File: config.mk
export PLATFORM = sky130hd
export DESIGN_NAME = perceptron_weight_updater
export DESIGN_NICKNAME = d
export VERILOG_FILES = /design/src/rtl/perceptron_weight_updater.sv
export SDC_FILE = /design/constraint.sdc
export NUM_CORES = 1
export LEC_CHECK = 0
export ABC_AREA = 1
export CAP_MARGIN = 20
export CORE_MARGIN = 5
export CORE_UTILIZATION = 49
export CTS_CLUSTER_SIZE = 8
export DETAILED_ROUTE_END_ITERATION = 10
export PLACE_DENSITY = 0.82
export SKIP_CTS_REPAIR_TIMING = 1
export SKIP_LAST_GASP = 1
export SYNTH_ARGS = -nofsm -noshare
export SYNTH_HDL_FRONTEND = slang
export SYNTH_SLANG_ARGS = --single-unit
File: constraint.sdc
create_clock -name clk -period 3.2 [get_ports clk]
set_clock_uncertainty 0.15 [all_clocks]
set_input_delay 0.96 -clock clk [delete_from_list [all_inputs] [get_ports clk]]
set_output_delay 0.96 -clock clk [all_outputs]
set_load 0.01 [all_outputs]
File: src/rtl/perceptron_weight_updater.sv
// Perceptron predictor training unit: decides whether to train on a resolved branch and
// streams saturated weight updates LANES per cycle. Optional counters under PERC_UPD_STATS_EN.
module perceptron_weight_updater #(
    parameter int HISTORY_LENGTH = 32,
    parameter int WEIGHT_WIDTH   = 8,
    parameter int THETA          = 75,
    parameter int LANES          = 8
) (
    input  logic                                        clk,
    input  logic                                        rst,
    input  logic                                        upd_valid,
    output logic                                        upd_ready,
    input  logic [HISTORY_LENGTH-1:0]                   upd_history,
    input  logic [(HISTORY_LENGTH+1)*WEIGHT_WIDTH-1:0]  upd_weights,
    input  logic [15:0]                                 upd_dot_product,
    input  logic                                        upd_taken,
    output logic                                        wr_valid,
    input  logic                                        wr_ready,
    output logic [(HISTORY_LENGTH+1)*WEIGHT_WIDTH-1:0]  wr_weights,
    output logic                                        wr_trained,
`ifdef PERC_UPD_STATS_EN
    output logic [31:0]                                 stat_trained,
    output logic [31:0]                                 stat_skipped,
`endif
    output logic [1:0]                                  dbg_state
);

    localparam int WW = WEIGHT_WIDTH;
    localparam int HL = HISTORY_LENGTH;
    localparam int VW = (HL + 1) * WW;
    localparam int IW = $clog2(HL + 1);
    localparam logic signed [WW:0] W_MAX = (WW + 1)'((2 ** (WW - 1)) - 1);
    localparam logic signed [WW:0] W_ONE = (WW + 1)'(1);
    localparam logic [IW-1:0] LAST_IDX = IW'(HL - LANES);

    typedef enum logic [1:0] {
        IDLE   = 2'd0,
        EVAL   = 2'd1,
        UPDATE = 2'd2,
        DONE   = 2'd3
    } state_t;

    state_t            r_state;
    state_t            w_state_next;
    logic [HL-1:0]     r_hist;
    logic [VW-1:0]     r_weights;
    logic [15:0]       r_y;
    logic              r_taken;
    logic [IW-1:0]     r_idx;
    logic              r_trained;
    logic [16:0]       w_y_ext;
    logic [16:0]       w_abs_y;
    logic              w_pred;
    logic              w_train;
    logic              w_last;

    // Both handshakes: a transfer happens on a rising edge where valid and ready are both high;
    // upd_ready is high only in IDLE, wr_valid only in DONE, and DONE data is held until wr_ready.
    assign upd_ready  = (r_state == IDLE);
    assign wr_valid   = (r_state == DONE);
    assign wr_weights = r_weights;
    assign wr_trained = r_trained;
    assign dbg_state  = r_state;

    // Magnitude is taken one bit wider so that -32768 becomes +32768 instead of wrapping.
    assign w_y_ext = {r_y[15], r_y};
    assign w_abs_y = r_y[15] ? (17'd0 - w_y_ext) : w_y_ext;
    assign w_pred  = ~r_y[15];
    assign w_train = (w_pred != r_taken) || (w_abs_y <= 17'(THETA));
    assign w_last  = (r_idx == LAST_IDX);

    function automatic logic [WW-1:0] sat_step(input logic [WW-1:0] w, input logic inc);
        logic signed [WW:0] s;
        s = $signed({w[WW-1], w}) + (inc ? W_ONE : -W_ONE);
        if (s > W_MAX) begin
            s = W_MAX;
        end else if (s < -W_MAX) begin
            s = -W_MAX;
        end
        return s[WW-1:0];
    endfunction

    always_ff @(posedge clk) begin
        if (rst) begin
            r_state <= IDLE;
        end else begin
            r_state <= w_state_next;
        end
    end

    always_comb begin
        w_state_next = r_state;
        case (r_state)
            IDLE:    if (upd_valid) w_state_next = EVAL;
            EVAL:    w_state_next = w_train ? UPDATE : DONE;
            UPDATE:  if (w_last) w_state_next = DONE;
            DONE:    if (wr_ready) w_state_next = IDLE;
            default: w_state_next = IDLE;
        endcase
    end

    always_ff @(posedge clk) begin
        if (rst) begin
            r_hist    <= '0;
            r_weights <= '0;
            r_y       <= '0;
            r_taken   <= 1'b0;
            r_idx     <= '0;
            r_trained <= 1'b0;
        end else begin
            case (r_state)
                IDLE: begin
                    if (upd_valid) begin
                        r_hist    <= upd_history;
                        r_weights <= upd_weights;
                        r_y       <= upd_dot_product;
                        r_taken   <= upd_taken;
                        r_idx     <= '0;
                        r_trained <= 1'b0;
                    end
                end
                EVAL: begin
                    r_idx <= '0;
                    if (w_train) begin
                        r_weights[HL*WW +: WW] <= sat_step(r_weights[HL*WW +: WW], r_taken);
                    end
                end
                UPDATE: begin
                    for (int i = 0; i < HL; i++) begin
                        if ((i >= int'(r_idx)) && (i < int'(r_idx) + LANES)) begin
                            r_weights[i*WW +: WW] <= sat_step(r_weights[i*WW +: WW],
                                                              r_hist[i] == r_taken);
                        end
                    end
                    r_idx <= r_idx + IW'(LANES);
                    if (w_last) begin
                        r_trained <= 1'b1;
                    end
                end
                default: begin
                end
            endcase
        end
    end

`ifdef PERC_UPD_STATS_EN
    logic [31:0] r_stat_trained;
    logic [31:0] r_stat_skipped;

    always_ff @(posedge clk) begin
        if (rst) begin
            r_stat_trained <= '0;
            r_stat_skipped <= '0;
        end else if ((r_state == DONE) && wr_ready) begin
            if (r_trained) begin
                if (r_stat_trained != 32'hFFFF_FFFF) r_stat_trained <= r_stat_trained + 32'd1;
            end else begin
                if (r_stat_skipped != 32'hFFFF_FFFF) r_stat_skipped <= r_stat_skipped + 32'd1;
            end
        end
    end

    assign stat_trained = r_stat_trained;
    assign stat_skipped = r_stat_skipped;
`endif

endmodule

==> metrics.csv <==
stage,metric,value,unit
die,die_x,262,µm
cells_and_area,ff_latch_area,6390,µm²
logic_synthesis,ys_types,39,
place,numPortBuffers,585,
cells_and_area,drive_above_1_share,0.0470,
logic_synthesis,synth_top_cell_area_share,0.210,
cells_and_area,multi_input_area,22200,µm²
clock_network,cts_root_buffer,clkbuf_16,
run_status,status,"complete, no violations",
timing,min_period,3100,ps
cells_and_area,layout.nets,6391,
critical_path,slowest_stage,dfxtp_2,
critical_path,r2r-start,r_taken$_SDFFE_PP0P_,
die,start_util,0.493,
global_route,grt_max_degree,108,
logic_synthesis,synth.area.top_cells,"nand2_1, dfxtp_1, ha_1",
hold_path,min_to,wr_weights[42]$_SDFFE_PP0P_,
critical_path,worstReg2RegEnd,wr_weights[212]$_SDFFE_PP0P_,
timing,hold_viol,0,
clock_network,cts.htree.levels,2,
timing,slew_headroom,0.289,
logic_synthesis,synth_enable_flop_cells,0,
timing,tightest_slew,1070,ps
place,dp_cells,6526,
timing,max_freq,323,MHz
logic_synthesis,ys_top_cells_by_count,"nand2_1, nor2_1, inv_1, a21oi_1, dfxtp_1",
clock_network,clk_path_buf_depth,3,
logic_synthesis,ys_seq_elements,319,
logic_synthesis,synth_cells,5188,
clock_network,clk_pin_slew_worst_paths,60,ps
critical_path,worstSetupPathType,reg2reg,
routing,dr.pass1.iters,6,
cells_and_area,final_cells,6600,
logic_synthesis,syn_avg_cell_area,5.98,µm²
critical_path,start_kind,flop,
logic_synthesis,synth-main-ff-cell,dfxtp_1,
die,die_h,262,µm
clock_network,cts_tree,done,
global_route,grt_overflow_total,0,
cells_and_area,finish.utilization,0.630,
global_route,antenna_found_initial,9,
die,core,62900,µm²
logic_synthesis,yosys.area.top_type,nand2_1,
die,rows,92,
hold_path,hp-class,reg2reg,
hold_path,min_from,wr_weights[42]$_SDFFE_PP0P_,
critical_path,r2r_slack,100,ps
critical_path,cp_cell_sequence,buf_12 > buf_4 > xnor2_2 > inv_2 > ha_1 > a21oi_2 > or2_1 > nand3_1 > nand2_1 > nand2_1 > nand3_1 > nand2_1 > a21oi_4 > nand2_1 > nand2_1 > a21oi_1,
power,ir_drop,0.000601,V
timing,slew_violations,0,
critical_path,cp.arrival,3380,ps
die,die-area,68400,µm²
clock_network,cts_made_buffers,46,
cells_and_area,n_fill_cell,5770,
run,maxCapViolations,0,
global_route,grt_pass1_vias,32300,
timing,hold-worst-slack,339,ps
place,dp_hpwl,80.4,mm
hold_path,whs_path_depth,2,
critical_path,worstRegToRegCells,16,
routing,via_count,35200,
timing,rsz0062_at_grt,true,
critical_path,cpMostUsedCell,nand2_1,
routing,vias_per_cell,5.34,
critical_path,crit_path_end_kind,flop,
timing,post-route-period-util,0.968,
routing,drt_wl_total,105,mm
global_route,grt_usage,0.286,
logic_synthesis,synth.cell_area,31000,µm²
critical_path,worstPathMaxFanout,19,
critical_path,critPathRequiredTime,3480,ps
timing,setup_viol,0,
routing,drc,0,
global_route,grt_first_pass_wirelength,162,mm
logic_synthesis,synth_most_common_cell,nand2_1,
routing,detail-route-antenna-nets,0,
cells_and_area,area_delta_synth_final,27.7,%
die,io_pins,586,
place,gp_congestion,0.950,
critical_path,slowest_delay,380,ps
power,powerDensity,1120,nW/µm²
routing,wl_per_cell,15.8,µm
clock_network,clkLatencyLatePin,580,ps
power,leakagePower,19.3,nW
logic_synthesis,synth_warnings,0,
logic_synthesis,synthArstFlopShare,0,
logic_synthesis,seq_area_frac_synth,0.206,
routing,dr.first_iter.drc_count,2328,
logic_synthesis,synth_nets,5841,
clock_network,cts.sinks,319,
==> critical path: cells and delay by family, from the launching register on <==
family	cells	cell delay, ps
AOI/OAI and AO/OA	3	510
xor gates and xnor gates	1	130
buffers and inverters	3	550
adders and majority gates	1	380
DFF	1	380
and+or+nand+nor	8	850
==> flip-flops by register name, indices dropped and copies added, names as in the netlist <==
register,flops
dbg_state,2
r_hist,32
r_idx,3
r_taken,1
r_y,16
wr_trained,1
wr_weights,264
==> layer usage <==
layer | up-vias | part of all wire | global-route usage
met4 | 2 | 0.042 | 0.119
met2 | 1175 | 0.48 | 0.495
met3 | 250 | 0.073 | 0.0514
met1 | 15900 | 0.41 | 0.350
li1 | 17900 | - | -
met5 | - | 0.00012 | 0
==> cell usage in the layout, fill, tap and decap left out, types with 110 or more instances in the layout <==
cell type,count
clkdlybuf4s50_1,584
dfxtp_1,318
nand2_1,1732
nand3_1,289
a21oi_1,492
inv_1,535
o21ai_0,110
ha_1,279
nand4_1,166
nor2_1,634
==> kinds of logic (layout without fill, tap and decap cells) <==
family,after synthesis,in the layout,share of synthesized area
AOI/OAI and AO/OA,713,713,0.126
xor gates and xnor gates,144,144,0.0407
adders and majority gates,336,336,0.144
buffers and inverters,716,1274,0.0907
DFF,319,319,0.206
other,0,8,0
and+or+nand+nor,2960,2960,0.393
==> layout make-up <==
class	count	share of cell area
antenna	8	0.000505
clock buffer	55	0.0315
clock inverter	1	0.000126
inverter	569	0.0540
multi-input combinational	4153	0.560
sequential	319	0.161
tap	846	0.0267
timing repair buffer	649	0.166
==> how the worst max path moves through the flow <==
stage	startpoint	end	slack (ps)	cells after the start
final	r_taken$_SDFFE_PP0P_	wr_weights[212]$_SDFFE_PP0P_	100	16
after global routing	r_taken$_SDFFE_PP0P_	wr_weights[96]$_SDFFE_PP0P_	-120	16
after CTS	r_taken$_SDFFE_PP0P_	wr_weights[209]$_SDFFE_PP0P_	40	15
after detailed placement	r_taken$_SDFFE_PP0P_	wr_weights[209]$_SDFFE_PP0P_	50	15
after global placement	r_taken$_SDFFE_PP0P_	wr_weights[67]$_SDFFE_PP0P_	140	17
after floorplan	r_taken$_SDFFE_PP0P_	wr_weights[100]$_SDFFE_PP0P_	40	17
==> power breakdown <==
part | internal (mW) | switching, mW
Sequential | 5.38 | 1.72
Clock | 2.68 | 1.87
Combinational | 12.5 | 20.2
Total | 20.6 | 23.8
==> metrics by stage <==
step	instance area, µm²	setup slack (ps)	power [mW]	TNS (ps)
2_1_floorplan	31000	36.6	29.5	0
3_3_place_gp	37900	143	38.1	0
3_5_place_dp	37900	54.1	38.6	0
4_1_cts	39200	42.8	43.5	0
5_1_grt	39600	-116	48.8	-1580
6_report	39600	102	44.3	0
Note: power is estimated with default switching activity, not from simulation.
